File: config.mk
export PLATFORM = sky130hd
export DESIGN_NAME = sand_step_scheduler
export DESIGN_NICKNAME = d
export VERILOG_FILES = /design/src/rtl/sand_step_scheduler.sv
export SDC_FILE = /design/constraint.sdc
export NUM_CORES = 1
export LEC_CHECK = 0
export BUFFER_PORTS_ARGS = -buffer_cell sky130_fd_sc_hd__buf_4
export CAP_MARGIN = 25
export CELL_PAD_IN_SITES_DETAIL_PLACEMENT = 1
export CELL_PAD_IN_SITES_GLOBAL_PLACEMENT = 1
export CORE_MARGIN = 8
export CORE_UTILIZATION = 40
export DETAILED_ROUTE_END_ITERATION = 8
export GPL_TIMING_DRIVEN = 0
export PLACE_DENSITY_LB_ADDON = 0.1
export SLEW_MARGIN = 30
export SYNTH_ARGS = -nofsm -noshare
export SYNTH_HDL_FRONTEND = slang
export SYNTH_SLANG_ARGS = --single-unit
export TNS_END_PERCENT = 20
File: constraint.sdc
create_clock -name clk -period 2.93 [get_ports clk]
set_input_delay 0.586 -clock clk [delete_from_list [all_inputs] [get_ports clk]]
set_output_delay 0.586 -clock clk [all_outputs]
set_load 0.01 [all_outputs]
File: src/rtl/sand_step_scheduler.sv
// Step sequencer for the sandpile array: vsync-aligned new_frame pulses plus a small drop FIFO.
// Define SAND_AUTO_DROP_EN to inject a centre grain on steps that find the drop FIFO empty.
module sand_step_scheduler #(
  parameter int COORD_W    = 9,
  parameter int FIFO_DEPTH = 4,
  parameter int CNT_W      = 16
) (
  input  logic               clk,
  input  logic               rst_n,
  input  logic               vga_vs_i,
  input  logic               run_i,
  input  logic               single_step_i,
  input  logic [3:0]         steps_per_frame_i,
  input  logic [COORD_W-1:0] resolution_i,
  input  logic               array_done_i,
  input  logic               drop_req_i,
  input  logic [COORD_W-1:0] drop_x_i,
  input  logic [COORD_W-1:0] drop_y_i,
  output logic               drop_ready_o,
  output logic               new_frame_o,
  output logic               drop_o,
  output logic [COORD_W-1:0] drop_x_o,
  output logic [COORD_W-1:0] drop_y_o,
  output logic               busy_o,
  output logic [CNT_W-1:0]   step_count_o,
  output logic               overrun_o,
  output logic               bad_drop_o
);

  localparam int PTR_W = (FIFO_DEPTH > 1) ? $clog2(FIFO_DEPTH) : 1;
  localparam logic [PTR_W:0] FULL_COUNT = (PTR_W+1)'(FIFO_DEPTH);

  typedef enum logic [1:0] {IDLE, STEP, WAIT_DONE} state_t;

  state_t state, state_next;
  logic [3:0] remaining, remaining_next;
  logic vs_d1, vs_d2, vs_fall;
  logic alive;
  logic [CNT_W-1:0] step_count;
  logic overrun, bad_drop;
  logic [COORD_W-1:0] last_x, last_y;

  logic [COORD_W-1:0] fifo_x [FIFO_DEPTH];
  logic [COORD_W-1:0] fifo_y [FIFO_DEPTH];
  logic [PTR_W-1:0] wr_ptr, rd_ptr;
  logic [PTR_W:0] count;
  logic fifo_empty, fifo_full, push, in_range, store, pop, in_step;
  logic drop_now;
  logic [COORD_W-1:0] cand_x, cand_y;

  assign vs_fall    = vs_d2 & ~vs_d1;
  assign in_step    = (state == STEP);
  assign fifo_empty = (count == '0);
  assign fifo_full  = (count == FULL_COUNT);
  // Ready looks only at the registered count, so a pop while full does not open it early.
  assign drop_ready_o = alive & ~fifo_full;
  assign push     = drop_req_i & drop_ready_o;
  assign in_range = (drop_x_i < resolution_i) && (drop_y_i < resolution_i);
  assign store    = push & in_range;
  assign pop      = in_step & ~fifo_empty;

`ifdef SAND_AUTO_DROP_EN
  assign drop_now = in_step;
  assign cand_x   = fifo_empty ? (resolution_i >> 1) : fifo_x[rd_ptr];
  assign cand_y   = fifo_empty ? (resolution_i >> 1) : fifo_y[rd_ptr];
`else
  assign drop_now = pop;
  assign cand_x   = fifo_x[rd_ptr];
  assign cand_y   = fifo_y[rd_ptr];
`endif

  assign new_frame_o  = in_step;
  assign busy_o       = (state != IDLE);
  assign drop_o       = drop_now;
  assign drop_x_o     = drop_now ? cand_x : last_x;
  assign drop_y_o     = drop_now ? cand_y : last_y;
  assign step_count_o = step_count;
  assign overrun_o    = overrun;
  assign bad_drop_o   = bad_drop;

  always_comb begin
    state_next     = state;
    remaining_next = remaining;
    case (state)
      IDLE: begin
        if (vs_fall && run_i && (steps_per_frame_i != 4'd0)) begin
          remaining_next = steps_per_frame_i;
          state_next     = STEP;
        end else if (single_step_i) begin
          remaining_next = 4'd1;
          state_next     = STEP;
        end
      end
      STEP: state_next = WAIT_DONE;
      WAIT_DONE: begin
        if (array_done_i) begin
          remaining_next = remaining - 4'd1;
          state_next     = (remaining_next != 4'd0) ? STEP : IDLE;
        end
      end
      default: state_next = IDLE;
    endcase
  end

  // vsync idles high, so the sync pair resets to 1 to avoid a false fall after reset.
  always_ff @(posedge clk or negedge rst_n) begin
    if (!rst_n) begin
      state      <= IDLE;
      remaining  <= 4'd0;
      vs_d1      <= 1'b1;
      vs_d2      <= 1'b1;
      alive      <= 1'b0;
      step_count <= '0;
      overrun    <= 1'b0;
      last_x     <= '0;
      last_y     <= '0;
    end else begin
      state     <= state_next;
      remaining <= remaining_next;
      vs_d1     <= vga_vs_i;
      vs_d2     <= vs_d1;
      alive     <= 1'b1;
      if (in_step) step_count <= step_count + CNT_W'(1);
      if (vs_fall && busy_o) overrun <= 1'b1;
      if (drop_now) begin
        last_x <= cand_x;
        last_y <= cand_y;
      end
    end
  end

  always_ff @(posedge clk or negedge rst_n) begin
    if (!rst_n) begin
      wr_ptr   <= '0;
      rd_ptr   <= '0;
      count    <= '0;
      bad_drop <= 1'b0;
    end else begin
      if (store) wr_ptr <= wr_ptr + PTR_W'(1);
      if (pop)   rd_ptr <= rd_ptr + PTR_W'(1);
      if (store && !pop)      count <= count + (PTR_W+1)'(1);
      else if (!store && pop) count <= count - (PTR_W+1)'(1);
      if (push && !in_range)  bad_drop <= 1'b1;
    end
  end

  // Storage carries no reset so it can map onto distributed/block RAM.
  always_ff @(posedge clk) begin
    if (store) begin
      fifo_x[wr_ptr] <= drop_x_i;
      fifo_y[wr_ptr] <= drop_y_i;
    end
  end

endmodule

; ---- Word level (Yosys, flattened, before mapping)
; Memory sizes are Yosys's and may differ from the RTL's.
; Cells that the tools add are included.
; Widths: inputs -> output; s select.
[op_classes]
eq_ne = 5
add_sub_neg = 6
muxes = 15
bitwise = 8
reduce_logical = 19
magnitude_cmp = 2
[ops]
columns = cell, count
row1 = $lt 9x9->1, 2
row2 = $mux 9, 2
row3 = $add 16x1->16 const B, 1
row4 = $mux 4, 3
row5 = $pmux 4 s2, 1
row6 = $reduce_bool 4->1, 2
row7 = $logic_and 1x1->1, 7
row8 = $mux 2, 3
row9 = $mux 3, 2
row10 = $pmux 2 s3, 1
row11 = $reduce_bool 2->1, 3
row12 = $and 1x1->1, 5
row13 = $add 2x1->2 const B, 2
row14 = $sub 4x1->4 const B, 1
row15 = $add 3x1->3 const B, 1
row16 = $eq 3x3->1 const B, 1
row17 = $logic_not 1->1, 3
row18 = $logic_not 3->1, 1
row19 = $mux 1, 3
row20 = $ne 3x3->1 const B, 1
row21 = $not 1->1, 3
row22 = $reduce_and 3->1, 1
row23 = $sub 3x1->3 const B, 1
row24 = $eq 2x1->1 const B, 1
row25 = other kinds (4), 4
[totals]
mem_count = 2
mem_bits_rw = 72
regBits = 52
[mem_list]
columns = name, words, width, rd, rd_ports_with_merged_regs, wr, line_no
row1 = fifo_x, 4, 9, 1, 0, 1, 43  ; logic [COORD_W-1:0] fifo_x [FIFO_DEPTH];
row2 = fifo_y, 4, 9, 1, 0, 1, 44  ; logic [COORD_W-1:0] fifo_y [FIFO_DEPTH];

; ---- Logic depth before layout (Yosys ltp)
[depth]
ltp_word = 9
mapped_depth = 13
depth_no_buf = 13

; ---- Worst setup path before layout
; No wires, ideal clock.
[synth_path]
path_type = in2reg
from = input resolution_i[6]
to = register count[2]
path_slack_ns = 0.047
cell_stages = 13
setup_ns = 0.079
n_path_buf = 0
arrival_time_ns = 2.804
t_required_ns = 2.851
cell_sequence = inv_1 ha_1 a211oi_2 nor2_1 nor4_4 o31ai_2 nor3_4 ha_1 inv_1 fa_1 xor2_1 nor2_1 xor2_1
[synth_via]
elab_chain_len = 6
word_cells_on_any_way = 9
[synth_lines]
columns = element, line_no
row1 = start: declaration, 14  ; input logic [COORD_W-1:0] resolution_i,
row2 = $lt 9x9->1, 58  ; assign in_range = (drop_x_i < resolution_i) && (drop_y_i < resolution_i);
row3 = $logic_and 1x1->1 (*), 58
row4 = $and 1x1->1 (*), 59  ; assign store = push & in_range;
row5 = via store, 47  ; logic fifo_empty, fifo_full, push, in_range, store, pop, in_step;
row6 = $logic_not 1->1, 142  ; else if (!store && pop) count <= count - (PTR_W+1)'(1);
row7 = $logic_and 1x1->1, 142
row8 = $reduce_bool 2->1 (no line), -
row9 = end signal: assignment, 141  ; if (store && !pop) count <= count + (PTR_W+1)'(1);
row10 = end signal: assignment, 142
row11 = end: declaration, 46  ; logic [PTR_W:0] count;
; The timed path passes the listed nets; every way through them passes the cells marked *.
; A chain may end at the register's enable or synchronous reset.

; ---- Final worst setup path
[layout_path]
from = register state[1]
to = output drop_y_o[5]
[layout_via]
elab_chain_len = 3
[layout_lines]
columns = element, line_no
row1 = start: declaration, 35  ; state_t state, state_next;
row2 = start signal: assignment, 118  ; state <= state_next;
row3 = $eq 2x1->1, 52  ; assign in_step = (state == STEP);
row4 = $and 1x1->1, 60  ; assign pop = in_step & ~fifo_empty;
row5 = $mux 9, -
row6 = end: declaration, 23  ; output logic [COORD_W-1:0] drop_y_o,
; No other way between the ends.

==> metrics.md <==
| Metric | Value |
|---|---|
| Remaining DRCs | 0 |
| Root Buffer Master | clkbuf_16 |
| CTS tree | done |
| Setup WS pre-CTS | -0.318 ns |
| WHS | ~0.22 ns |
| Seq pwr share | 37.1% |
| Top FF cell, synth | edfxtp_1 |
| Seq/Total Area, Yosys | 65.6% |
| Slowest CP cell | dfrtp_1 |
| First-pass GRT wire length | around 19000 µm |
| Grt total ovfl | 0 |
| Post-layout util | 51.5% |
| Sink Count | 124 |
| Clock Pin Slew Worst Setup and Hold Paths | 0.05 ns |
| Clock group share of total power | 31.0% |
| Final GP Congestion | 0.726 |
| Setup crit end kind | output pin |
| CP max FO | 10 |
| Final hold violation count | 0 |
| CP bufs+invs | 3 |
| Reg-to-reg startpoint | count[0]$_DFFE_PN0P_ |
| Initial core utilization | 40.4% |
| Antenna-violating nets left | 0 |
| Max-Cap Viols | 0 |
| Synthesized area per cell | 16.3 µm² |
| Crit-path cells | nor2b_2, buf_6, o31a_1, clkbuf_4, mux2_2, buf_4 |
| Most frequent cells in the layout | buf_4 (80), edfxtp_1 (72), dfrtp_1 (50) |
| Die ar. | 17100 µm² |
| Share of flip-flops with an asynchronous set or reset | 41.9% |
| Worst Skew | just under 0.008 ns |
| All-layer global routing usage | 15.0% |
| Final min period | between 2 and 3 ns |
| Yosys reg bits | 124 |
| Length of the first detailed-routing pass in iterations | 4 |
| Ant. Diodes | 0 |
| Tcrit/Tclk final | 95.4% |
| Comb power frac | a little under a third |
| CTS Buf Count | 17 |
| Worst-case clock buffer depth | 2 |
| VDD IR max | 0.525 mV |
| Area Overhead vs Synth | 27.4% |
| LEAKAGE | 0.00269 µW |
| Pin slew with the least headroom to its limit | 0.720 ns |
| Area share of the largest cell type after synthesis | 40.9% |
| DR WL/cell | 18.9 µm |
| Vias | 3050 |
| Initial DRC count | around 120 |
| Final WS setup | ~0.13 ns |
| # IOs | 78 |
| Pin count of the biggest net entering global routing | 53 |
| YS warnings | 0 |
| Pwr per Cell Area | 945 nW/µm² |
| Count of cell types in the netlist | 48 |
| Hpwl dp | ~7800 µm |
| WS Path Type | flip-flop to output pin |
| Type of the worst min-delay path | input pin to async pin |
| Ranking of synthesized cells by area | edfxtp_1 (41%), dfrtp_1 (24%), mux4_2 (7.7%) |
| CTS H-tree depth | 4 |
| Commonest non-fill, non-tap cell in the layout | buf_4 |
| CP required | approximately 2.3 ns |
| Layout cells sized above 1 | 42.2% |
| Startpoint Class | flip-flop |
| Core ar. | between 10000 and 15000 µm² |
| Layout Nets | 486 |
| Post-Syn Instances | about 320 |
| Run status | completed |
| Post-synth top area cell | edfxtp_1 |
| Internal Pwr Total | 4470 µW |
| Crit-path leading delay family | buffers and inverters |
| F_max | 358 MHz |
| RSZ-0062 raised after global routing | yes |
| Final wirelength | 11600 µm |
| WP data arrival | 2.21 ns |
| Critical path startpoint | state[1]$_DFFE_PN0P_ |
| Slew HR | a little over half |
| Worst-skew pair later-pin latency | 0.42 ns |
| Fill cell count | 1253 |
| Die W | 131 µm |
| Switching share of power | 29.8% |
| Die Ht | 131 µm |
| Worst reg2reg setup slack | 0.35 ns |
| CP peak stage delay | 0.45 ns |
| Sw power | 1900 µW |
| Vias in the first global route | 3451 |
| CTS hold repair buffers | 0 |
| Buffers on Ports | 77 |
| Initial antenna violation count | 0 |
| Final Max Slew Viols | 0 |
| DR vias/cell | about 5 |
| Post-Syn Area | 5290 µm² |
| Row Count | 42 |
| Final setup fails | 0 |
| Post-synth EDFFs | 72 |
| Syn nets | 387 |
kinds of logic (layout without fill, tap and decap cells):
kind of cell | after synthesis | count (layout) | synth area share (%)
XOR/XNOR | 23 | 23 | 3.81
flip-flops | 124 | 124 | 65.6
AO/OA/AOI/OAI | 29 | 29 | 3.65
other | 1 | 1 | 0.0710
buffers and inverters | 26 | 138 | 2.13
AND/OR/NAND/NOR | 57 | 57 | 6.49
adder cells (fa/ha/maj) | 25 | 25 | 6.06
multiplexers | 39 | 39 | 12.2
flip-flops by register name (all words and copies together) (netlist names):
register and cells:
overrun_o 1, wr_ptr 2, rd_ptr 2, alive 1
last_y 9, state 2, remaining 4, vs_d1 1
bad_drop_o 1, step_count_o 16, last_x 9, count 3
fifo_x 36, vs_d2 1, fifo_y 36
cell type report:
| class | instances | area (µm²) | share of cell area, % |
|---|---|---|---|
| Buffer | 9 | 55.1 | 0.817 |
| Clock buffer | 19 | 433 | 6.43 |
| Inverter | 17 | 66.3 | 0.985 |
| Tap cell | 176 | 220 | 3.27 |
| Sequential cell | 124 | 3470 | 51.5 |
| Multi-Input combinational cell | 174 | 1770 | 26.2 |
| Clock inverter | 13 | 126 | 1.88 |
| Timing Repair Buffer | 80 | 601 | 8.92 |
path summary, 6_finish.rpt:
| path | to | cells after the start |
|---|---|---|
| worst max-delay path | drop_y_o[5] | 6 |
| worst min-delay path | remaining[0]$_DFFE_PN0P_ | 1 |
| worst max register to register | count[2]$_DFFE_PN0P_ | 10 |
| worst min register to register | vs_d2$_DFF_PN1_ | 0 |
| max in group asynchronous | bad_drop_o$_DFFE_PN0P_ | 1 |
| min in group clk | vs_d1$_DFF_PN1_ | 1 |
metal layers:
layer / global-route usage (%) / wire length (µm) / vias up
li1: - / - / 1412
met1: 17.2 / 4890 / 1555
met2: 24.6 / 5900 / 69
met3: 5.40 / 654 / 14
met4: 6.68 / 150 / 0
met5: 0 / 0 / -
timing repair:
item                                    CTS  global route
endpoints found under the setup margin    9            17
buffers inserted                          0             3
pin swaps                                 0             9
gates resized for setup                   1            16
synth_stat cells, drive strengths merged, types with 2 or more instances:
library cell,number
inv,17
nor2b,2
nand4,3
o21ai,10
mux2,21
o21bai,2
edfxtp,72
and2,6
a21oi,5
or2,2
xor2,6
a31oi,3
nor3b,3
nor2,9
and3,2
dfrtp,50
xnor2,17
and4,4
ha,24
buf,8
mux4,18
nand2,14
nor3,3
nand3,5
dfstp,2
power groups by stage:
stage / clock (µW) / combinational [µW] / sequential, µW
floorplan: 0 / 1250 / 2360
global placement: 0 / 2000 / 2380
detailed placement: 0 / 2050 / 2390
CTS: 2020 / 2070 / 2370
global route: 2110 / 2240 / 2410
finish: 1980 / 2030 / 2360
stage by stage:
stage | power, µW | instance area, µm² | cells | setup TNS [ns]
floorplan | 3610 | 5290 | 324 | 0
global placement | 4380 | 6080 | 577 | -28.25
detailed placement | 4440 | 6090 | 577 | -3.69
CTS | 6450 | 6650 | 609 | 0
global route | 6750 | 6740 | 612 | -0.0263
finish | 6370 | 6740 | 612 | 0
Power figures use the tool's default switching activity.
